<file path="src/rtl/loader_pkg.sv">
// Shared types and default constants for the UART instruction-memory loader.
package loader_pkg;

    typedef enum logic [1:0] {
        LD_COLLECT,
        LD_WRITE,
        LD_DONE
    } ld_state_e;

    localparam logic [31:0] TERM_WORD_DEFAULT   = 32'hFFFF_FFFF;
    localparam int unsigned TIMEOUT_CYC_DEFAULT = 1_000_000;

endpackage

</file>
<file path="src/rtl/uart_imem_loader_if.sv">
// UART byte stream in, imem write port and load status out.
interface uart_imem_loader_if #(
    parameter int unsigned ADDR_W = 8
);

    logic              uart_rx_valid;
    logic [7:0]        uart_rx_data;
    logic              uart_rx_break;
    logic              imem_we;
    logic [ADDR_W-1:0] imem_addr;
    logic [31:0]       imem_wdata;
    logic              write_done;
    logic              core_resetn;
    logic [ADDR_W:0]   word_count;

    modport master (
        input  uart_rx_valid, uart_rx_data, uart_rx_break,
        output imem_we, imem_addr, imem_wdata, write_done, core_resetn, word_count
    );

    modport slave (
        output uart_rx_valid, uart_rx_data, uart_rx_break,
        input  imem_we, imem_addr, imem_wdata, write_done, core_resetn, word_count
    );

endinterface

</file>
<file path="src/rtl/byte_packer.sv">
// Packs bytes little-endian into a 32-bit word; break or inter-byte timeout drops a partial word.
module byte_packer
    import loader_pkg::*;
#(
    parameter int unsigned TIMEOUT_CYC = TIMEOUT_CYC_DEFAULT
) (
    input  logic        clk,
    input  logic        resetn,
    input  logic        en,
    input  logic        rx_valid,
    input  logic [7:0]  rx_data,
    input  logic        rx_break,
    output logic        word_ready,
    output logic [31:0] word
);

    localparam int unsigned   TimerW   = $clog2(TIMEOUT_CYC + 1);
    localparam logic [TimerW-1:0] TimerMax = TimerW'(TIMEOUT_CYC);

    logic [1:0]        byte_cnt_q;
    logic [31:0]       word_q;
    logic [TimerW-1:0] timer_q;
    logic              accept;

    // Break has priority over a byte arriving in the same cycle.
    assign accept     = en && rx_valid && !rx_break;
    assign word_ready = accept && (byte_cnt_q == 2'd3);

    // Word as it would look with the incoming byte placed in its lane.
    always_comb begin
        word = word_q;
        unique case (byte_cnt_q)
            2'd0: word[7:0]   = rx_data;
            2'd1: word[15:8]  = rx_data;
            2'd2: word[23:16] = rx_data;
            2'd3: word[31:24] = rx_data;
        endcase
    end

    always_ff @(posedge clk or negedge resetn) begin
        if (!resetn) begin
            byte_cnt_q <= 2'd0;
            word_q     <= 32'h0;
            timer_q    <= '0;
        end else if (en && rx_break) begin
            byte_cnt_q <= 2'd0;
            word_q     <= 32'h0;
            timer_q    <= '0;
        end else if (accept) begin
            byte_cnt_q <= byte_cnt_q + 2'd1;
            word_q     <= (byte_cnt_q == 2'd3) ? 32'h0 : word;
            timer_q    <= '0;
        end else if (byte_cnt_q != 2'd0) begin
            if (timer_q == TimerMax) begin
                byte_cnt_q <= 2'd0;
                word_q     <= 32'h0;
                timer_q    <= '0;
            end else begin
                timer_q <= timer_q + 1'b1;
            end
        end
    end

endmodule

</file>
<file path="src/rtl/uart_imem_loader.sv">
// Writes UART-received words sequentially into imem, holding the core in reset until done.
module uart_imem_loader
    import loader_pkg::*;
#(
    parameter int unsigned ADDR_W      = 8,
    parameter int unsigned MAX_WORDS   = 256,
    parameter logic [31:0] TERM_WORD   = TERM_WORD_DEFAULT,
    parameter int unsigned TIMEOUT_CYC = TIMEOUT_CYC_DEFAULT
) (
    input logic                clk,
    input logic                resetn,
    uart_imem_loader_if.master bus
);

    localparam logic [ADDR_W:0] MaxCount = (ADDR_W + 1)'(MAX_WORDS);

    ld_state_e         state_q;
    logic              we_q;
    logic [ADDR_W-1:0] addr_q;
    logic [31:0]       wdata_q;
    logic              done_q;
    logic              core_resetn_q;
    logic [ADDR_W:0]   count_q;
    logic [ADDR_W:0]   count_inc;
    logic              word_ready;
    logic [31:0]       word;

    assign count_inc = count_q + 1'b1;

    byte_packer #(
        .TIMEOUT_CYC(TIMEOUT_CYC)
    ) u_packer (
        .clk       (clk),
        .resetn    (resetn),
        .en        (state_q == LD_COLLECT),
        .rx_valid  (bus.uart_rx_valid),
        .rx_data   (bus.uart_rx_data),
        .rx_break  (bus.uart_rx_break),
        .word_ready(word_ready),
        .word      (word)
    );

    // The write/terminator decision is registered on the edge that takes the
    // 4th byte, so imem_we and write_done appear in the following cycle.
    always_ff @(posedge clk or negedge resetn) begin
        if (!resetn) begin
            state_q       <= LD_COLLECT;
            we_q          <= 1'b0;
            addr_q        <= '0;
            wdata_q       <= 32'h0;
            done_q        <= 1'b0;
            core_resetn_q <= 1'b0;
            count_q       <= '0;
        end else begin
            we_q <= 1'b0;
            unique case (state_q)
                LD_COLLECT: begin
                    if (word_ready) begin
                        state_q <= LD_WRITE;
                        if (word == TERM_WORD) begin
                            done_q        <= 1'b1;
                            core_resetn_q <= 1'b1;
                        end else begin
                            we_q    <= 1'b1;
                            addr_q  <= count_q[ADDR_W-1:0];
                            wdata_q <= word;
                        end
                    end
                end
                LD_WRITE: begin
                    if (done_q) begin
                        state_q <= LD_DONE;
                    end else begin
                        count_q <= count_inc;
                        if (count_inc == MaxCount) begin
                            done_q        <= 1'b1;
                            core_resetn_q <= 1'b1;
                            state_q       <= LD_DONE;
                        end else begin
                            state_q <= LD_COLLECT;
                        end
                    end
                end
                LD_DONE: ;
                default: state_q <= LD_COLLECT;
            endcase
        end
    end

    assign bus.imem_we     = we_q;
    assign bus.imem_addr   = addr_q;
    assign bus.imem_wdata  = wdata_q;
    assign bus.write_done  = done_q;
    assign bus.core_resetn = core_resetn_q;
    assign bus.word_count  = count_q;

endmodule

</file>
<file path="src/flat_wrapper.sv">
// flat-port wrapper written by rule: the top's interface ports become plain ports
module uart_imem_loader_flat import loader_pkg::*;
#(
    parameter int unsigned ADDR_W      = 8,
    parameter int unsigned MAX_WORDS   = 256,
    parameter logic [31:0] TERM_WORD   = TERM_WORD_DEFAULT,
    parameter int unsigned TIMEOUT_CYC = TIMEOUT_CYC_DEFAULT
)
  (clk, resetn, bus_uart_rx_valid, bus_uart_rx_data, bus_uart_rx_break, bus_imem_we, bus_imem_addr, bus_imem_wdata, bus_write_done, bus_core_resetn, bus_word_count);
  uart_imem_loader_if #(.ADDR_W(ADDR_W)) bus_i ();
  input logic clk;
  input logic resetn;
  input wire logic [$bits(bus_i.uart_rx_valid)-1:0] bus_uart_rx_valid;
  input wire logic [$bits(bus_i.uart_rx_data)-1:0] bus_uart_rx_data;
  input wire logic [$bits(bus_i.uart_rx_break)-1:0] bus_uart_rx_break;
  output wire logic [$bits(bus_i.imem_we)-1:0] bus_imem_we;
  output wire logic [$bits(bus_i.imem_addr)-1:0] bus_imem_addr;
  output wire logic [$bits(bus_i.imem_wdata)-1:0] bus_imem_wdata;
  output wire logic [$bits(bus_i.write_done)-1:0] bus_write_done;
  output wire logic [$bits(bus_i.core_resetn)-1:0] bus_core_resetn;
  output wire logic [$bits(bus_i.word_count)-1:0] bus_word_count;
  assign bus_i.uart_rx_valid = bus_uart_rx_valid;
  assign bus_i.uart_rx_data = bus_uart_rx_data;
  assign bus_i.uart_rx_break = bus_uart_rx_break;
  assign bus_imem_we = bus_i.imem_we;
  assign bus_imem_addr = bus_i.imem_addr;
  assign bus_imem_wdata = bus_i.imem_wdata;
  assign bus_write_done = bus_i.write_done;
  assign bus_core_resetn = bus_i.core_resetn;
  assign bus_word_count = bus_i.word_count;
  uart_imem_loader #(.ADDR_W(ADDR_W), .MAX_WORDS(MAX_WORDS), .TERM_WORD(TERM_WORD), .TIMEOUT_CYC(TIMEOUT_CYC)) u_core (.clk(clk), .resetn(resetn), .bus(bus_i));
endmodule
</file>
<file path="config.mk">
export PLATFORM = sky130hd
export DESIGN_NAME = uart_imem_loader_flat
export DESIGN_NICKNAME = d
export VERILOG_FILES = /design/src/rtl/loader_pkg.sv /design/src/rtl/uart_imem_loader_if.sv /design/src/rtl/byte_packer.sv /design/src/rtl/uart_imem_loader.sv /design/src/flat_wrapper.sv
export SDC_FILE = /design/constraint.sdc
export NUM_CORES = 1
export LEC_CHECK = 0
export CORE_MARGIN = 2
export CORE_UTILIZATION = 59
export CTS_CLUSTER_DIAMETER = 30
export DETAILED_ROUTE_END_ITERATION = 10
export PLACE_DENSITY = 0.89
export SLEW_MARGIN = 20
export SYNTH_ARGS = -nofsm -noshare
export SYNTH_HDL_FRONTEND = slang
export SYNTH_SLANG_ARGS = --single-unit
</file>
<file path="constraint.sdc">
create_clock -name clk -period 3.55 [get_ports clk]
set_input_delay 0.71 -clock clk [delete_from_list [all_inputs] [get_ports clk]]
set_output_delay 0.71 -clock clk [all_outputs]
set_load 0.1 [all_outputs]
</file>
==> flow_summary.yaml, run 1 <==
run:
  drv_cap: 0
setup_path:
  crit_arrival_ns: 3.41
  crit_path_start_kind: "register"
  cp-end-kind: "register"
  crit_fanout: 18
  path_class: "register to register"
  cp.required_ns: 3.81
final_layout:
  fill_cells: 612
  final_util_pct: 71.7
  final_nets: 526
  drive_above_1_share_pct: 19.4
  diodes: 0
  syn2layout_area_growth_pct: 17.7
place:
  dpl.hpwl_um: 8000
  gp_congestion: 0.809
  place_ws_ns: 0.277
  portBuffers: 63
cts:
  worstSkewPairLatency_ns: 0.37
  cts_tree: "done"
  post_cts_resized: 0
  cts.sinks: 108
  cts.path.max_buffers: 2
  cts_setup_buffers: 0
  htreeDepth: 3
  numCtsBuffers: 9
  root_buffer: "clkbuf_8"
  hold_buffers: 0
  clk_pin_slew_ns: 0.10
yosys:
  synth_area_leaders: "dfrtp_1 51%, mux2_4 9.3%, mux2_2 4.5%"
  synth-edff-count: 0
  synth_area_per_cell_um2: 12.0
  yosysWarnings: 0
  synthFlopType: "dfrtp_1"
  async_reset_ff_share_pct: 100
  ys_ff_latch: 108
  syn_area_um2: 5310
  synthTopCellsByCount: "108 x dfrtp_1, 33 x mux2_4, 25 x a22o_1, 22 x nand2_1"
  synth_top_cell_by_area: "dfrtp_1"
  syn-num-nets: 463
  ys_seq_area_share_pct: 50.9
  syn_inst: 443
  synth_cell_type_count: 60
  yosysMostFrequentCell: "dfrtp_1"
  synth_top_area_share_pct: 50.9
drt:
  wirelength_um: 11500
  drc_errors: 0
  num_vias: 3817
  dr.first_iter.drc_count: 220
  dr.pass1.iters: 4
  viasPerCell: 6.17
  wire_per_inst_um: 18.7
  ant_nets: 0
floorplan:
  fp-row-count: 34
  io_pins: 64
  die_h_um: 98.9
  die-width_um: 98.9
  die_area_um2: 9780
  initial_core_util_pct: 60.9
  core-area_um2: 8720
pwr:
  p_per_area_nw_per_um2: 475
  pwr-share-seq_pct: 45.8
  vdd_drop_max_v: 0.000440
  p_sw_uw: 1100
  switching_share_pct: 37.1
  p_clk_share_pct: 26.1
  leakagePower_uw: 0.00301
  internal_power_uw: 1870
  comb_power_share_pct: 28.1
grt:
  grt_overflow: 0
  grt_start_max_net_pins: 81
  track_usage_pct: 24.6
  antenna_found_initial: 0
  first_global_vias: 3858
  grt_pass1_wl_um: 19500
run_status:
  outcome: "completed"
timing:
  rsz0062_at_grt: "false"
  finalSetupViolCount: 0
  fmaxAchievable_mhz: 317
  fin_crit_sh_pct: 88.8
  fin_worst_skew_ns: 0.0112
  hold_viol_final: 0
  tns_ns: 0
  finalMaxSlewViolations: 0
  slew-limit-headroom_pct: 33.5
  setup_slack_ns: 0.397
  post-route-min-period_ns: 3.15
  max_slew.worst_pin.slew_ns: 0.995
worst_hold_path:
  hold_path.class: "input port to asynchronous set/reset pin"
flip-flops by register name (all words and copies together), names as in the netlist:
register,count
u_core.bus.imem_wdata,32
u_core.bus.core_resetn,1
u_core.bus.imem_addr,8
u_core.state_q,2
u_core.u_packer.word_q,32
u_core.bus.imem_we,1
u_core.u_packer.timer_q,20
u_core.u_packer.byte_cnt_q,2
u_core.bus.write_done,1
u_core.bus.word_count,9
cell usage in the layout (no fill, tap or decap), drive strengths merged, types with 2 or more instances in the layout:
master and count:
mux2 54, dfrtp 108, nand4 12, nor3 4, nor4bb 3, inv 22
clkinv 3, a31oi 6, ha 8, and2 4, nor4 7, or4 2
xor2 11, nand2 22, nor4b 2, o31a 2, a211oi 2, a21oi 9
buf 24, a211o 2, mux2i 12, o21ai 10, nor2 21, a22o 25
and3 9, nor3b 2, o31ai 2, clkbuf 9, nand3b 4, nand3 15
xnor2 11, clkdlybuf4s50 55, nor2b 10
routing by layer:
layer / track usage [%] / vias to the layer above / share of wire (%)
li1: - / 1719 / -
met1: 34.3 / 1935 / 43
met2: 40.2 / 145 / 49
met3: 5.11 / 18 / 5.9
met4: 5.37 / 0 / 1.4
met5: 0 / - / 0
critical path: stages (launching register included):
cell      delay (ns)
dfrtp_1         0.41
inv_1           0.11
ha_1            0.66
nand3_1         0.20
a222oi_1        0.40
nand3_1         0.22
o31ai_4         0.42
buf_4           0.26
mux2_2          0.35
final timing paths:
check	end	cells past startpoint	slack (ns)	start
max in group asynchronous	u_core.u_packer.word_q[16]	3	2.46	resetn
hold reg to reg	u_core.u_packer.timer_q[18]	1	0.49	u_core.u_packer.timer_q[18]
setup reg to reg	u_core.bus.imem_wdata[28]	8	0.40	u_core.u_packer.byte_cnt_q[1]
setup / recovery	u_core.bus.imem_wdata[28]	8	0.40	u_core.u_packer.byte_cnt_q[1]
hold / removal	u_core.bus.imem_addr[2]	1	0.24	resetn
min in group clk	u_core.u_packer.timer_q[18]	1	0.49	u_core.u_packer.timer_q[18]
area by class of cell:
class,instances,area (µm²),area share (%)
flip-flops and latches,108,2700,43.2
clock inverters,7,82.6,1.32
multi-input cells,289,2370,37.9
clock buffers,9,124,1.98
inverters,19,71.3,1.14
repair buffers,79,763,12.2
well taps,108,135,2.16
power groups by stage:
stage                     Clock [µW]  Sequential, µW  Combinational [µW]
after floorplan                    0            1800                 193
after global routing             842            1370                 865
final                            775            1360                 834
after CTS                        790            1360                 834
after detailed placement           0            1380                 831
after global placement             0            1380                 818
per-stage QoR:
stage          hold WS, ns  instance area, µm²  total power [µW]  std cells
4_1_cts              0.486                6220              2980        618
6_report             0.245                6250              2970        619
2_1_floorplan        0.414                5310              2000        443
5_1_grt              0.250                6250              3080        619
3_5_place_dp         0.469                6020              2210        602
3_3_place_gp         0.455                6020              2200        602
kinds of logic after synthesis:
| group | after synthesis | synth area share (%) |
|---|---|---|
| simple gates | 122 | 12.7 |
| flops | 108 | 50.9 |
| compound gates | 71 | 10.3 |
| mux | 66 | 16.0 |
| buf+inv | 46 | 4.45 |
| xor+xnor | 22 | 3.63 |
| fa+ha+maj | 8 | 1.89 |
Power figures use the tool's default switching activity.
==> run 2, diff against run 1 <==
--- a/config.mk
+++ b/config.mk
@@ -9,6 +9,7 @@
 export CORE_UTILIZATION = 59
 export CTS_CLUSTER_DIAMETER = 30
 export DETAILED_ROUTE_END_ITERATION = 10
+export GPL_ROUTABILITY_DRIVEN = 0
 export PLACE_DENSITY = 0.89
 export SLEW_MARGIN = 20
 export SYNTH_ARGS = -nofsm -noshare
==> results of run 2 <==
Same layout as run 1: the final DEF is identical, and so are final timing and power.
